### src/rtl/lcd_pkg.sv
// Shared definitions for the LCD parallel bus engines: FSM encoding, word type and
// default panel timing.
package lcd_pkg;

  typedef enum logic [1:0] {
    StIdle,
    StSetup,
    StStrobe,
    StHold
  } lcd_state_e;

  localparam int unsigned LcdDataW     = 16;
  localparam int unsigned LcdSetupCyc  = 1;
  localparam int unsigned LcdWrLowCyc  = 2;
  localparam int unsigned LcdHoldCyc   = 1;

  typedef struct packed {
    logic                rs;
    logic [LcdDataW-1:0] data;
  } lcd_word_t;

  function automatic int unsigned max3(int unsigned a, int unsigned b, int unsigned c);
    int unsigned m;
    m = (a > b) ? a : b;
    return (m > c) ? m : c;
  endfunction

endpackage

### src/rtl/lcd_bus_writer_if.sv
// Valid/ready word stream feeding the LCD bus writer.
interface lcd_bus_writer_if #(
  parameter int unsigned DATA_W = 16
);
  logic              in_valid;
  logic              in_ready;
  logic              in_rs;
  logic [DATA_W-1:0] in_data;

  modport master (output in_valid, output in_rs, output in_data, input in_ready);
  modport slave  (input in_valid, input in_rs, input in_data, output in_ready);
endinterface

### src/rtl/lcd_bus_writer_sync_fifo.sv
// Synchronous FIFO with registered occupancy count; push into a full FIFO and pop from an
// empty FIFO are ignored.
module sync_fifo #(
  parameter int unsigned WIDTH = 17,
  parameter int unsigned DEPTH = 8,
  localparam int unsigned PtrW = $clog2(DEPTH),
  localparam int unsigned CntW = PtrW + 1
) (
  input  logic             clk,
  input  logic             reset,
  input  logic             push_i,
  input  logic [WIDTH-1:0] wdata_i,
  input  logic             pop_i,
  output logic [WIDTH-1:0] rdata_o,
  output logic [CntW-1:0]  count_o,
  output logic             full_o,
  output logic             empty_o
);

  logic [WIDTH-1:0] mem_q [DEPTH];
  logic [PtrW-1:0]  wr_ptr_q, wr_ptr_d;
  logic [PtrW-1:0]  rd_ptr_q, rd_ptr_d;
  logic [CntW-1:0]  count_q, count_d;
  logic             do_push, do_pop;

  assign full_o  = (count_q == CntW'(DEPTH));
  assign empty_o = (count_q == '0);
  assign count_o = count_q;
  assign rdata_o = mem_q[rd_ptr_q];

  // Full is taken from the registered count, so a same-cycle pop never frees a slot.
  assign do_push = push_i & ~full_o;
  assign do_pop  = pop_i & ~empty_o;

  always_comb begin
    wr_ptr_d = do_push ? wr_ptr_q + PtrW'(1) : wr_ptr_q;
    rd_ptr_d = do_pop ? rd_ptr_q + PtrW'(1) : rd_ptr_q;
    count_d  = count_q;
    unique case ({do_push, do_pop})
      2'b10:   count_d = count_q + CntW'(1);
      2'b01:   count_d = count_q - CntW'(1);
      default: count_d = count_q;
    endcase
  end

  always_ff @(posedge clk) begin
    if (reset) begin
      wr_ptr_q <= '0;
      rd_ptr_q <= '0;
      count_q  <= '0;
    end else begin
      wr_ptr_q <= wr_ptr_d;
      rd_ptr_q <= rd_ptr_d;
      count_q  <= count_d;
    end
  end

  always_ff @(posedge clk) begin
    if (!reset && do_push) begin
      mem_q[wr_ptr_q] <= wdata_i;
    end
  end

endmodule

### src/rtl/lcd_bus_writer.sv
// Buffered 8080-style write engine: queues {rs, data} words and replays them on the panel
// bus with programmable setup / strobe-low / hold timing, sharing one cs window.
module lcd_bus_writer
  import lcd_pkg::*;
#(
  parameter int unsigned DATA_W     = LcdDataW,
  parameter int unsigned FIFO_DEPTH = 8,
  parameter int unsigned SETUP_CYC  = LcdSetupCyc,
  parameter int unsigned WR_LOW_CYC = LcdWrLowCyc,
  parameter int unsigned HOLD_CYC   = LcdHoldCyc
) (
  input  logic                        clk,
  input  logic                        reset,
  lcd_bus_writer_if.slave             in_if,
  output logic [$clog2(FIFO_DEPTH):0] fifo_count,
  output logic                        idle,
  output logic                        lcd_rst,
  output logic                        lcd_cs,
  output logic                        lcd_rs,
  output logic                        lcd_wr,
  output logic                        lcd_rd,
  output logic [DATA_W-1:0]           lcd_data,
  output logic                        lcd_data_oe,
  output logic                        lcd_bl_ctr
);

  localparam int unsigned CntW = $clog2(max3(SETUP_CYC, WR_LOW_CYC, HOLD_CYC) + 1);
  localparam logic [CntW-1:0] SetupLd = CntW'(SETUP_CYC - 1);
  localparam logic [CntW-1:0] WrLowLd = CntW'(WR_LOW_CYC - 1);
  localparam logic [CntW-1:0] HoldLd  = CntW'(HOLD_CYC - 1);

  lcd_state_e        state_q, state_d;
  logic [CntW-1:0]   cnt_q, cnt_d;
  logic              cs_q, cs_d;
  logic              wr_q, wr_d;
  logic              oe_q, oe_d;
  logic              rs_q, rs_d;
  logic [DATA_W-1:0] data_q, data_d;

  logic              pop;
  logic              fifo_full, fifo_empty;
  logic [DATA_W:0]   head;

  sync_fifo #(
    .WIDTH (DATA_W + 1),
    .DEPTH (FIFO_DEPTH)
  ) u_fifo (
    .clk     (clk),
    .reset   (reset),
    .push_i  (in_if.in_valid),
    .wdata_i ({in_if.in_rs, in_if.in_data}),
    .pop_i   (pop),
    .rdata_o (head),
    .count_o (fifo_count),
    .full_o  (fifo_full),
    .empty_o (fifo_empty)
  );

  assign in_if.in_ready = reset | ~fifo_full;
  assign idle           = (state_q == StIdle) && fifo_empty;

  always_ff @(posedge clk) begin
    if (reset) begin
      state_q <= StIdle;
      cnt_q   <= '0;
      cs_q    <= 1'b1;
      wr_q    <= 1'b1;
      oe_q    <= 1'b0;
      rs_q    <= 1'b0;
      data_q  <= '0;
    end else begin
      state_q <= state_d;
      cnt_q   <= cnt_d;
      cs_q    <= cs_d;
      wr_q    <= wr_d;
      oe_q    <= oe_d;
      rs_q    <= rs_d;
      data_q  <= data_d;
    end
  end

  always_comb begin
    state_d = state_q;
    cnt_d   = cnt_q;
    pop     = 1'b0;
    unique case (state_q)
      StIdle: begin
        if (!fifo_empty) begin
          pop     = 1'b1;
          state_d = StSetup;
          cnt_d   = SetupLd;
        end
      end
      StSetup: begin
        if (cnt_q == '0) begin
          state_d = StStrobe;
          cnt_d   = WrLowLd;
        end else begin
          cnt_d = cnt_q - CntW'(1);
        end
      end
      StStrobe: begin
        if (cnt_q == '0) begin
          state_d = StHold;
          cnt_d   = HoldLd;
        end else begin
          cnt_d = cnt_q - CntW'(1);
        end
      end
      StHold: begin
        if (cnt_q == '0) begin
          // Chain straight into the next word so cs stays low across the boundary.
          if (!fifo_empty) begin
            pop     = 1'b1;
            state_d = StSetup;
            cnt_d   = SetupLd;
          end else begin
            state_d = StIdle;
          end
        end else begin
          cnt_d = cnt_q - CntW'(1);
        end
      end
      default: state_d = StIdle;
    endcase
  end

  // Pin values are derived from the next state so every pin comes straight off a flop.
  always_comb begin
    cs_d   = (state_d == StIdle);
    wr_d   = (state_d != StStrobe);
    oe_d   = (state_d != StIdle);
    rs_d   = pop ? head[DATA_W] : rs_q;
    data_d = pop ? head[DATA_W-1:0] : data_q;
  end

  assign lcd_rst     = ~reset;
  assign lcd_cs      = cs_q;
  assign lcd_wr      = wr_q;
  assign lcd_rs      = rs_q;
  assign lcd_data    = data_q;
  assign lcd_data_oe = oe_q;
  assign lcd_rd      = 1'b1;
  assign lcd_bl_ctr  = 1'b1;

endmodule

### src/flat_wrapper.sv
// flat-port wrapper written by rule: the top's interface ports become plain ports
module lcd_bus_writer_flat import lcd_pkg::*;
#(
  parameter int unsigned DATA_W     = LcdDataW,
  parameter int unsigned FIFO_DEPTH = 8,
  parameter int unsigned SETUP_CYC  = LcdSetupCyc,
  parameter int unsigned WR_LOW_CYC = LcdWrLowCyc,
  parameter int unsigned HOLD_CYC   = LcdHoldCyc
)
  (clk, reset, fifo_count, idle, lcd_rst, lcd_cs, lcd_rs, lcd_wr, lcd_rd, lcd_data, lcd_data_oe, lcd_bl_ctr, in_if_in_valid, in_if_in_rs, in_if_in_data, in_if_in_ready);
  lcd_bus_writer_if #(.DATA_W(DATA_W)) in_if_i ();
  input  logic clk;
  input  logic reset;
  output logic [$clog2(FIFO_DEPTH):0] fifo_count;
  output logic idle;
  output logic lcd_rst;
  output logic lcd_cs;
  output logic lcd_rs;
  output logic lcd_wr;
  output logic lcd_rd;
  output logic [DATA_W-1:0] lcd_data;
  output logic lcd_data_oe;
  output logic lcd_bl_ctr;
  input wire logic [$bits(in_if_i.in_valid)-1:0] in_if_in_valid;
  input wire logic [$bits(in_if_i.in_rs)-1:0] in_if_in_rs;
  input wire logic [$bits(in_if_i.in_data)-1:0] in_if_in_data;
  output wire logic [$bits(in_if_i.in_ready)-1:0] in_if_in_ready;
  assign in_if_i.in_valid = in_if_in_valid;
  assign in_if_i.in_rs = in_if_in_rs;
  assign in_if_i.in_data = in_if_in_data;
  assign in_if_in_ready = in_if_i.in_ready;
  lcd_bus_writer #(.DATA_W(DATA_W), .FIFO_DEPTH(FIFO_DEPTH), .SETUP_CYC(SETUP_CYC), .WR_LOW_CYC(WR_LOW_CYC), .HOLD_CYC(HOLD_CYC)) u_core (.clk(clk), .reset(reset), .in_if(in_if_i), .fifo_count(fifo_count), .idle(idle), .lcd_rst(lcd_rst), .lcd_cs(lcd_cs), .lcd_rs(lcd_rs), .lcd_wr(lcd_wr), .lcd_rd(lcd_rd), .lcd_data(lcd_data), .lcd_data_oe(lcd_data_oe), .lcd_bl_ctr(lcd_bl_ctr));
endmodule
### config.mk
export PLATFORM = sky130hd
export DESIGN_NAME = lcd_bus_writer_flat
export DESIGN_NICKNAME = d
export VERILOG_FILES = /design/src/rtl/lcd_pkg.sv /design/src/rtl/lcd_bus_writer_if.sv /design/src/rtl/lcd_bus_writer_sync_fifo.sv /design/src/rtl/lcd_bus_writer.sv /design/src/flat_wrapper.sv
export SDC_FILE = /design/constraint.sdc
export NUM_CORES = 1
export LEC_CHECK = 0
export BUFFER_PORTS_ARGS = -buffer_cell sky130_fd_sc_hd__buf_2
export CAP_MARGIN = 20
export CORE_MARGIN = 2
export CORE_UTILIZATION = 64
export CTS_CLUSTER_DIAMETER = 40
export DETAILED_ROUTE_END_ITERATION = 7
export PLACE_DENSITY = 0.84
export SYNTH_ARGS = -nofsm -noshare
export SYNTH_HDL_FRONTEND = slang
export SYNTH_SLANG_ARGS = --single-unit
### constraint.sdc
create_clock -name clk -period 6.1 [get_ports clk]
set_input_delay 1.22 -clock clk [delete_from_list [all_inputs] [get_ports clk]]
set_output_delay 1.22 -clock clk [all_outputs]
set_load 0.1 [all_outputs]
==> run metrics, run 1 <==
Leak=2.60 nW; DPL Wire Length=6830 um; post-synth top area share=61.6%; Routed wire per std cell=22.2 um; PostCTS Resize Cnt=0; CP peak stage delay=0.45 ns; Max Slew Vio Count=0; GRT Residual Overflow=0; vias=3581; die height=106 um; Post-CTS Setup Inserts=0; synthesized area=0.00663 mm^2; CP top delay family=buffers and inverters; f_max=0.260 GHz; PwrDens=468 mW/mm^2; DR vias/cell=6.18; # IOs=49; IO Port Bufs=46; DRC errors left=0; share of cells above drive strength 1=30.3%; die extent in x=106 um; area of the core=0.0102 mm^2; Pwr Total=3.58 mW; final clock skew=0.00835 ns; Synth Flop Type=edfxtp_1; Worst Tran Pin Value=0.754 ns; Synth area leaders=edfxtp_1 62%, mux4_2 12%, dfxtp_1 10%; first-pass GRT wire length=19900 um; RSZ-0062 raised after global routing=no; worst-path maximum fanout=22; worst setup path class=primary input to primary output; slowest stage cell, crit path=inv_1; Most common cell on crit path=buf_2; maximum vdd drop=0.267 mV; dpl ws=2.26 ns; Starting Density=65.1%; warnings from Yosys=0; htree depth=4; Worst Setup End Kind=primary output; Crit path buffers/inverters=3; Final Cycle Share=63.0%; row cnt=37; crit-path cells=buf_2 > inv_1 > nand2b_1 > buf_2; sequential fraction of the synthesis area=71.8%; Detailed Route WL=12900 um; CTS max path bufs=2; clock root buffer=clkbuf_8; max-cap viol count=0; CTS tree=built; number of synthesized flops with an enable pin=136; HP Class=register to register; Area Overhead vs Synth=15.5%; synthesized area per cell=17.7 um^2; die area=0.0112 mm^2; CTS Hold Bufs=0; dpl cells=546; Finished Layout Cells=579; Sink Count=170; Global Route Usage Sum=24.8%; initial antenna violation count=1; Async SR Flop Fraction=0%; drt pass-1 iters=5; Initial DRC Count=290; CP Launch Type=primary input; routability congestion estimate=0.813; worst path required time=4.88 ns; Rel. slew slack=49.7%; Final Setup Violations=0; Routed Antenna Nets=0; Min Hold Slack=0.540 ns; Mapped Cells=374; outcome=complete, no violations; setup TNS=0 ns; leading area contributor after synthesis=edfxtp_1; final worst slack=2.25 ns; # nets final=460; final hold vios=0; CTS clk-pin slew, worst paths=0.07 ns; worst skew pair latency=0.53 ns; vias in the first global route=3670; crit path time final=3.85 ns; Arrival @ worst endpoint=2.63 ns; post-synthesis register bit count=170; total CTS buffers=17; distinct cell type count after synthesis=41; largest net degree at the start of global routing=40
## per-stage QoR
stage | utilization, % | instance area, um^2
after global routing | 75.2 | 7660
after detailed placement | 69.2 | 7050
after CTS | 75.2 | 7660
after global placement | 69.2 | 7050
after floorplan | - | 6640
final | 75.2 | 7660
## area by class of cell
cell class	instances	area (um^2)
flip-flops and latches	170	4770
fillers	590	2520
multi-input cells	174	1760
clock buffers	20	489
repair buffers	58	320
well taps	136	170
clock inverters	12	119
inverters	8	30.0
diodes	1	2.50
## cell usage in the layout (no fill, tap or decap), drive strengths merged, types with 3 or more instances in the layout
cell type and instances:
nor2 20, ha 10, dfxtp 34, o21ai 17
nand2 6, mux4 34, clkbuf 20, nand3 5
inv 15, xor2 4, mux2i 18, buf 58
a21oi 28, nor3 5, nor4 3, edfxtp 136
## per-layer routing
metal	part of all wire (%)	track usage, %	vias up
met3	5.5	5.94	14
met4	1.0	8.65	0
met2	53	41.5	130
li1	-	-	1573
met5	0	0	-
met1	40	32.2	1864
## worst paths after layout
check,to,slack [ns],start,depth (start not counted)
min reg2reg,u_core.cnt_q[1],0.54,u_core.cnt_q[1],1
max,in_if_in_ready,2.25,reset,4
max reg2reg,u_core.u_fifo.count_o[3],2.81,u_core.state_q[0],10
min,u_core.cnt_q[1],0.54,u_core.cnt_q[1],1
## sequential cells by signal, indices dropped and copies added (netlist names)
signal / count
u_core.lcd_data_oe: 1
u_core.u_fifo.wr_ptr_q: 3
u_core.u_fifo.mem_q: 136
u_core.cnt_q: 2
u_core.lcd_wr: 1
u_core.lcd_data: 16
u_core.u_fifo.rd_ptr_q: 3
u_core.state_q: 2
u_core.lcd_rs: 1
u_core.lcd_cs: 1
u_core.u_fifo.count_o: 4
## cell usage after synthesis, types with 2 or more instances
master,instances
xor2_1,4
buf_2,6
buf_1,3
nor3_1,5
a21oi_1,28
mux2i_1,18
mux4_2,34
inv_1,8
nor4_1,2
buf_4,5
nor3b_1,2
dfxtp_1,34
nor2_1,20
o21ai_0,17
o31ai_1,2
clkbuf_1,8
ha_1,10
nand3_1,5
nand2_1,5
and3_1,2
edfxtp_1,136
## kinds of logic after synthesis
kind of cell / after synthesis / share of synthesized area (%)
DFF: 170 / 71.8
AOI/OAI and AO/OA: 54 / 4.81
muxes: 52 / 14.3
and+or+nand+nor: 50 / 4.02
buffers and inverters: 31 / 2.17
adders and majority gates: 11 / 2.19
xor gates and xnor gates: 5 / 0.660
other: 1 / 0.0565
## report_power, final
| part | internal [mW] | switching (mW) | total [mW] |
|---|---|---|---|
| Combinational | 0.314 | 0.785 | 1.10 |
| Clock | 0.624 | 0.454 | 1.08 |
| Sequential | 1.35 | 0.0599 | 1.41 |
Power figures use the tool's default switching activity.
==> run 2, diff against run 1 <==
--- a/config.mk
+++ b/config.mk
@@ -8,10 +8,10 @@
 export BUFFER_PORTS_ARGS = -buffer_cell sky130_fd_sc_hd__buf_2
 export CAP_MARGIN = 20
 export CORE_MARGIN = 2
-export CORE_UTILIZATION = 64
+export CORE_UTILIZATION = 59
 export CTS_CLUSTER_DIAMETER = 40
 export DETAILED_ROUTE_END_ITERATION = 7
-export PLACE_DENSITY = 0.84
+export PLACE_DENSITY = 0.78
 export SYNTH_ARGS = -nofsm -noshare
 export SYNTH_HDL_FRONTEND = slang
 export SYNTH_SLANG_ARGS = --single-unit
==> constraint.sdc (replaced) <==
create_clock -name clk -period 3.8 [get_ports clk]
set_input_delay 0.76 -clock clk [delete_from_list [all_inputs] [get_ports clk]]
set_output_delay 0.76 -clock clk [all_outputs]
set_load 0.1 [all_outputs]
==> run 2 against run 1 <==
Net effect: via count shrank 3.7%; register-to-register slack lost 1.9 ns; die area grew 8.1%; cell count grew 1.0%; largest cell class unchanged; count of clock-buffer cells in the layout shrank 2; routed wire length shrank 6.3%; global-route usage shrank 2.7 points; critical path depth is the same; sequential power grew 62%; sequential cell count is the same; core utilization shrank 4.6 points; critical path type unchanged; design area grew 0.36%; highest routed layer unchanged.
==> run metrics, run 2 (synthesis results as in run 1) <==
CTS clk-pin slew, worst paths=0.06 ns; DPL Wire Length=7120 um; setup TNS=0 ns; final worst slack=0.902 ns; row cnt=38; PostCTS Resize Cnt=0; vias=3448; HP Class=primary input to register; CP Launch Type=primary input; final clock skew=0.00598 ns; outcome=complete, no violations; CTS tree=built; Max Slew Vio Count=0; Final Cycle Share=76.3%; clock root buffer=clkbuf_8; utilization after layout=70.6%; worst-path maximum fanout=22; most common cell after layout, fill and taps aside=edfxtp_1; Global Route Usage Sum=22.1%; Final Setup Violations=0; DRC errors left=0; die height=110 um; drt pass-1 iters=4; Worst Tran Pin Value=0.728 ns; initial antenna violation count=0; Leak=2.60 nW; Worst Setup End Kind=primary output; # fillers=687; Post-CTS Setup Inserts=0; RSZ-0062 raised after global routing=no; routability congestion estimate=0.757; largest net degree at the start of global routing=39; Arrival @ worst endpoint=2.14 ns; Diodes inserted=0; IO Port Bufs=46; vias in the first global route=3451; DR vias/cell=5.89; share of cells above drive strength 1=30.8%; area of the core=0.0109 mm^2; Starting Density=60.9%; Area Overhead vs Synth=15.9%; Top reg by flops=u_core.u_fifo.mem_q; Pwr Total=5.71 mW; PwrDens=742 mW/mm^2; Rel. slew slack=51.2%; die extent in x=110 um; commonest non-fill, non-tap cells in the layout=136 x edfxtp_1, 46 x buf_2, 34 x mux4_2, 33 x dfxtp_1, 28 x a21oi_1; CTS Hold Bufs=0; final hold vios=0; Initial DRC Count=291; crit path time final=2.90 ns; # nets final=463; htree depth=4; total CTS buffers=17; first-pass GRT wire length=18600 um; maximum vdd drop=0.930 mV; die area=0.0121 mm^2; worst path required time=3.04 ns; dpl ws=0.732 ns; Finished Layout Cells=585; f_max=0.345 GHz; worst skew pair latency=0.53 ns; Routed wire per std cell=20.6 um; GRT Residual Overflow=0; worst setup path class=primary input to primary output; CTS max path bufs=2; # IOs=49; max-cap viol count=0; dpl cells=553; Detailed Route WL=12100 um; Sink Count=170; Routed Antenna Nets=0; max FFs per register=136
[run 2: path summary, 6_finish.rpt]
check / from / end / slack [ns] / depth (start not counted)
setup / recovery: reset / in_if_in_ready / 0.90 / 4
hold / removal: in_if_in_data[11] / u_core.u_fifo.mem_q[1][11] / 0.50 / 1
setup reg to reg: u_core.state_q[0] / u_core.u_fifo.count_o[3] / 0.96 / 9
hold reg to reg: u_core.cnt_q[1] / u_core.cnt_q[1] / 0.53 / 1
[run 2: per-layer routing]
layer  vias up  wire (um)  track usage [%]
met2       106       5930             34.1
met5         -          0                0
met4         0        154             9.40
met1      1746       5210             30.3
met3        13        763             5.88
li1       1583          -                -
[run 2: power breakdown]
group / switching (mW) / internal, mW
Clock: 0.685 / 1.02
Sequential: 0.130 / 2.16
Combinational: 1.20 / 0.509
Total: 2.02 / 3.69
[run 2: stage by stage]
step / cell area [um^2] / hold slack [ns]
detailed placement: 7090 / 0.516
floorplan: 6640 / 0.492
finish: 7690 / 0.505
global placement: 7090 / 0.510
global route: 7690 / 0.485
CTS: 7690 / 0.470
[run 2: area by class of cell]
type,instances,area [um^2],area share (%)
inverter,8,30.0,0.391
multi-input combinational,174,1770,23.0
sequential,170,4770,62.0
clock buffer,18,428,5.57
timing repair buffer,61,343,4.46
tap,140,175,2.28
clock inverter,14,174,2.26
[run 2: critical path, stage by stage]
cell	delay [ns]
buf_2	0.32
inv_1	0.44
nand2b_1	0.18
buf_2	0.44
==> run 3, diff against run 2 <==
--- a/config.mk
+++ b/config.mk
@@ -5,13 +5,14 @@
 export SDC_FILE = /design/constraint.sdc
 export NUM_CORES = 1
 export LEC_CHECK = 0
+export ABC_AREA = 1
 export BUFFER_PORTS_ARGS = -buffer_cell sky130_fd_sc_hd__buf_2
 export CAP_MARGIN = 20
 export CORE_MARGIN = 2
-export CORE_UTILIZATION = 59
+export CORE_UTILIZATION = 54
 export CTS_CLUSTER_DIAMETER = 40
 export DETAILED_ROUTE_END_ITERATION = 7
-export PLACE_DENSITY = 0.78
+export PLACE_DENSITY = 0.75
 export SYNTH_ARGS = -nofsm -noshare
 export SYNTH_HDL_FRONTEND = slang
 export SYNTH_SLANG_ARGS = --single-unit
==> constraint.sdc (replaced) <==
create_clock -name clk -period 2.5 [get_ports clk]
set_input_delay 0.5 -clock clk [delete_from_list [all_inputs] [get_ports clk]]
set_output_delay 0.5 -clock clk [all_outputs]
set_load 0.1 [all_outputs]
==> run 3 against run 2 <==
Net effect: cell count grew 67%; area after synthesis grew 10%; register-to-register slack lost 0.62 ns; setup slack lost 0.57 ns; die area grew 20%; combinational power grew 120%; clock power grew 41%; critical endpoint is now idle; largest cell class unchanged; largest power group is now combinational cells.
==> run metrics, run 3 <==
outcome=complete, no violations; final clock skew=0.00629 ns; worst-path maximum fanout=5; initial antenna violation count=0; Synth Flop Type=edfxtp_1; final worst slack=0.334 ns; CTS tree=built; clock root buffer=clkbuf_16; Arrival @ worst endpoint=1.67 ns; CP peak stage delay=0.42 ns; Top reg by flops=u_core.u_fifo.mem_q; Synth area leaders=edfxtp_1 56%, nand2_1 11%, dfxtp_1 9.3%; compound-cell area share of the yosys netlist=2.96%; synthesized area per cell=9.92 um^2; CTS Hold Bufs=0; mux contribution to synthesized area=0%; die height=120 um; RSZ-0062 raised after global routing=no; vias in the first global route=4976; sequential fraction of the synthesis area=65.3%; Mapped Cells=736; area of the core=0.0132 mm^2; die area=0.0145 mm^2; crit path time final=2.17 ns; PwrDens=1150 mW/mm^2; HP Class=primary input to register; worst skew pair latency=0.43 ns; CP top delay family=buffers and inverters; Area Overhead vs Synth=14.3%; Detailed Route WL=15700 um; most common cell after layout, fill and taps aside=nand2_1; Reg-to-Reg Start=u_core.state_q[0]; Post-Synth Adder-Cell Area=1.99%; crit-path cells=inv_1 > ha_1 > inv_1 > nor2_2 > buf_2; Routed Antenna Nets=0; PostCTS Resize Cnt=0; routability congestion estimate=0.777; maximum vdd drop=0.661 mV; Commonest cells post-synth=210 x nand2_1, 136 x edfxtp_1, 123 x inv_1; Hold Path Origin=in_if_in_data[5]; R2R setup slack=0.34 ns; Worst Setup End Kind=primary output; largest family of logic cells by synthesized area=simple AND/OR/NAND/NOR gates; Most common cell on crit path=inv_1; Levels on crit path=5; drt pass-1 iters=7; Sink Count=170; Reg2Reg Depth=13; row cnt=42; leading area contributor after synthesis=edfxtp_1; final hold vios=0; max-cap viol count=0; distinct cell type count after synthesis=29; CTS max path bufs=2; largest net degree at the start of global routing=72; f_max=0.462 GHz; hold path depth=1; warnings from Yosys=0; IO Port Bufs=46; Min Hold Slack=0.331 ns; Starting Density=55.1%; synthesized area=0.00730 mm^2; Simple-Gate Fraction of Synth Area=20.4%; worst setup path class=register to primary output; slowest stage cell, crit path=buf_2; DPL Wire Length=9140 um; Global Route Usage Sum=23.0%; Routed wire per std cell=16.1 um; Final Setup Violations=0; # nets final=820; Post-CTS Setup Inserts=0; max FFs per register=136; GRT Residual Overflow=0; post-synthesis register bit count=170; Pwr Total=9.63 mW; Leak=3.63 nW; commonest non-fill, non-tap cells in the layout=210 x nand2_1, 136 x edfxtp_1, 123 x inv_1, 110 x nand3_1, 45 x buf_2; post-synth top area share=55.9%; CP Launch Type=register; CTS clk-pin slew, worst paths=0.06 ns; r2r endpoint=u_core.u_fifo.count_o[3]; Max Slew Vio Count=0; die extent in x=120 um; Initial DRC Count=515; Crit path buffers/inverters=3; XOR/XNOR Fraction of Synth Area=0.360%; top-count cell post-synth=nand2_1; CP startpoint=u_core.state_q[0]; hold path endpoint=u_core.u_fifo.mem_q[6][5]; Diodes inserted=0; htree depth=4; share of cells above drive strength 1=14.5%; Async SR Flop Fraction=0%; DRC errors left=0; dpl ws=0.357 ns; Worst Tran Pin Value=0.773 ns; total CTS buffers=17; Rel. slew slack=48.5%; worst path required time=2.00 ns; vias=5157; DR vias/cell=5.27; utilization after layout=63.0%; first-pass GRT wire length=25000 um; number of synthesized flops with an enable pin=136; Final Cycle Share=86.6%; # IOs=49
run 3: worst register-to-register path: stages, from the launching register on:
cell     delay (ns)
dfxtp_1        0.38
inv_1          0.10
ha_1           0.30
inv_1          0.07
nand2_2        0.06
nor2_4         0.11
ha_1           0.24
ha_1           0.30
a21oi_1        0.19
nand2_1        0.07
nand2_1        0.06
nand2_1        0.05
nand2_1        0.05
a21oi_1        0.06
run 3: per-stage QoR:
| stage | TNS (ns) | instances | instance area (um^2) |
|---|---|---|---|
| after floorplan | -0.197 | 737 | 7330 |
| after global placement | 0 | 946 | 7800 |
| after detailed placement | 0 | 946 | 7800 |
| after CTS | 0 | 978 | 8340 |
| after global routing | 0 | 978 | 8340 |
| final | 0 | 978 | 8340 |
run 3: kinds of logic after synthesis:
family / after synthesis
adder cells (fa/ha/maj): 11
flip-flops: 170
other: 1
AND/OR/NAND/NOR: 349
AO/OA/AOI/OAI: 42
buffers and inverters: 160
XOR/XNOR: 3
run 3: worst max-delay path by stage:
stage	slack (ns)	end
floorplan	-0.20	in_if_in_ready
global placement	0.43	u_core.u_fifo.count_o[3]
detailed placement	0.36	u_core.u_fifo.count_o[3]
CTS	0.31	idle
global route	0.11	u_core.u_fifo.count_o[3]
finish	0.33	idle
run 3: layout make-up:
type | count | area [um^2]
Inverter | 127 | 477
Fill cell | 1033 | 4900
Timing Repair Buffer | 66 | 420
Sequential cell | 170 | 4770
Clock inverter | 12 | 90.1
Tap cell | 176 | 220
Clock buffer | 20 | 457
Multi-Input combinational cell | 407 | 1910
run 3: routing by layer:
layer | global-route usage, % | share of wire (%) | vias to the layer above
li1 | - | - | 2485
met1 | 28.8 | 41 | 2436
met2 | 37.7 | 49 | 195
met3 | 5.71 | 6.7 | 41
met4 | 10.9 | 2.9 | 0
met5 | 0 | 0 | -
run 3: report_power, final:
| group | total (mW) | switching (mW) | internal (mW) |
|---|---|---|---|
| Combinational | 3.75 | 2.96 | 0.794 |
| Sequential | 3.47 | 0.146 | 3.33 |
| Clock | 2.40 | 1.07 | 1.33 |
| Total | 9.63 | 4.18 | 5.45 |
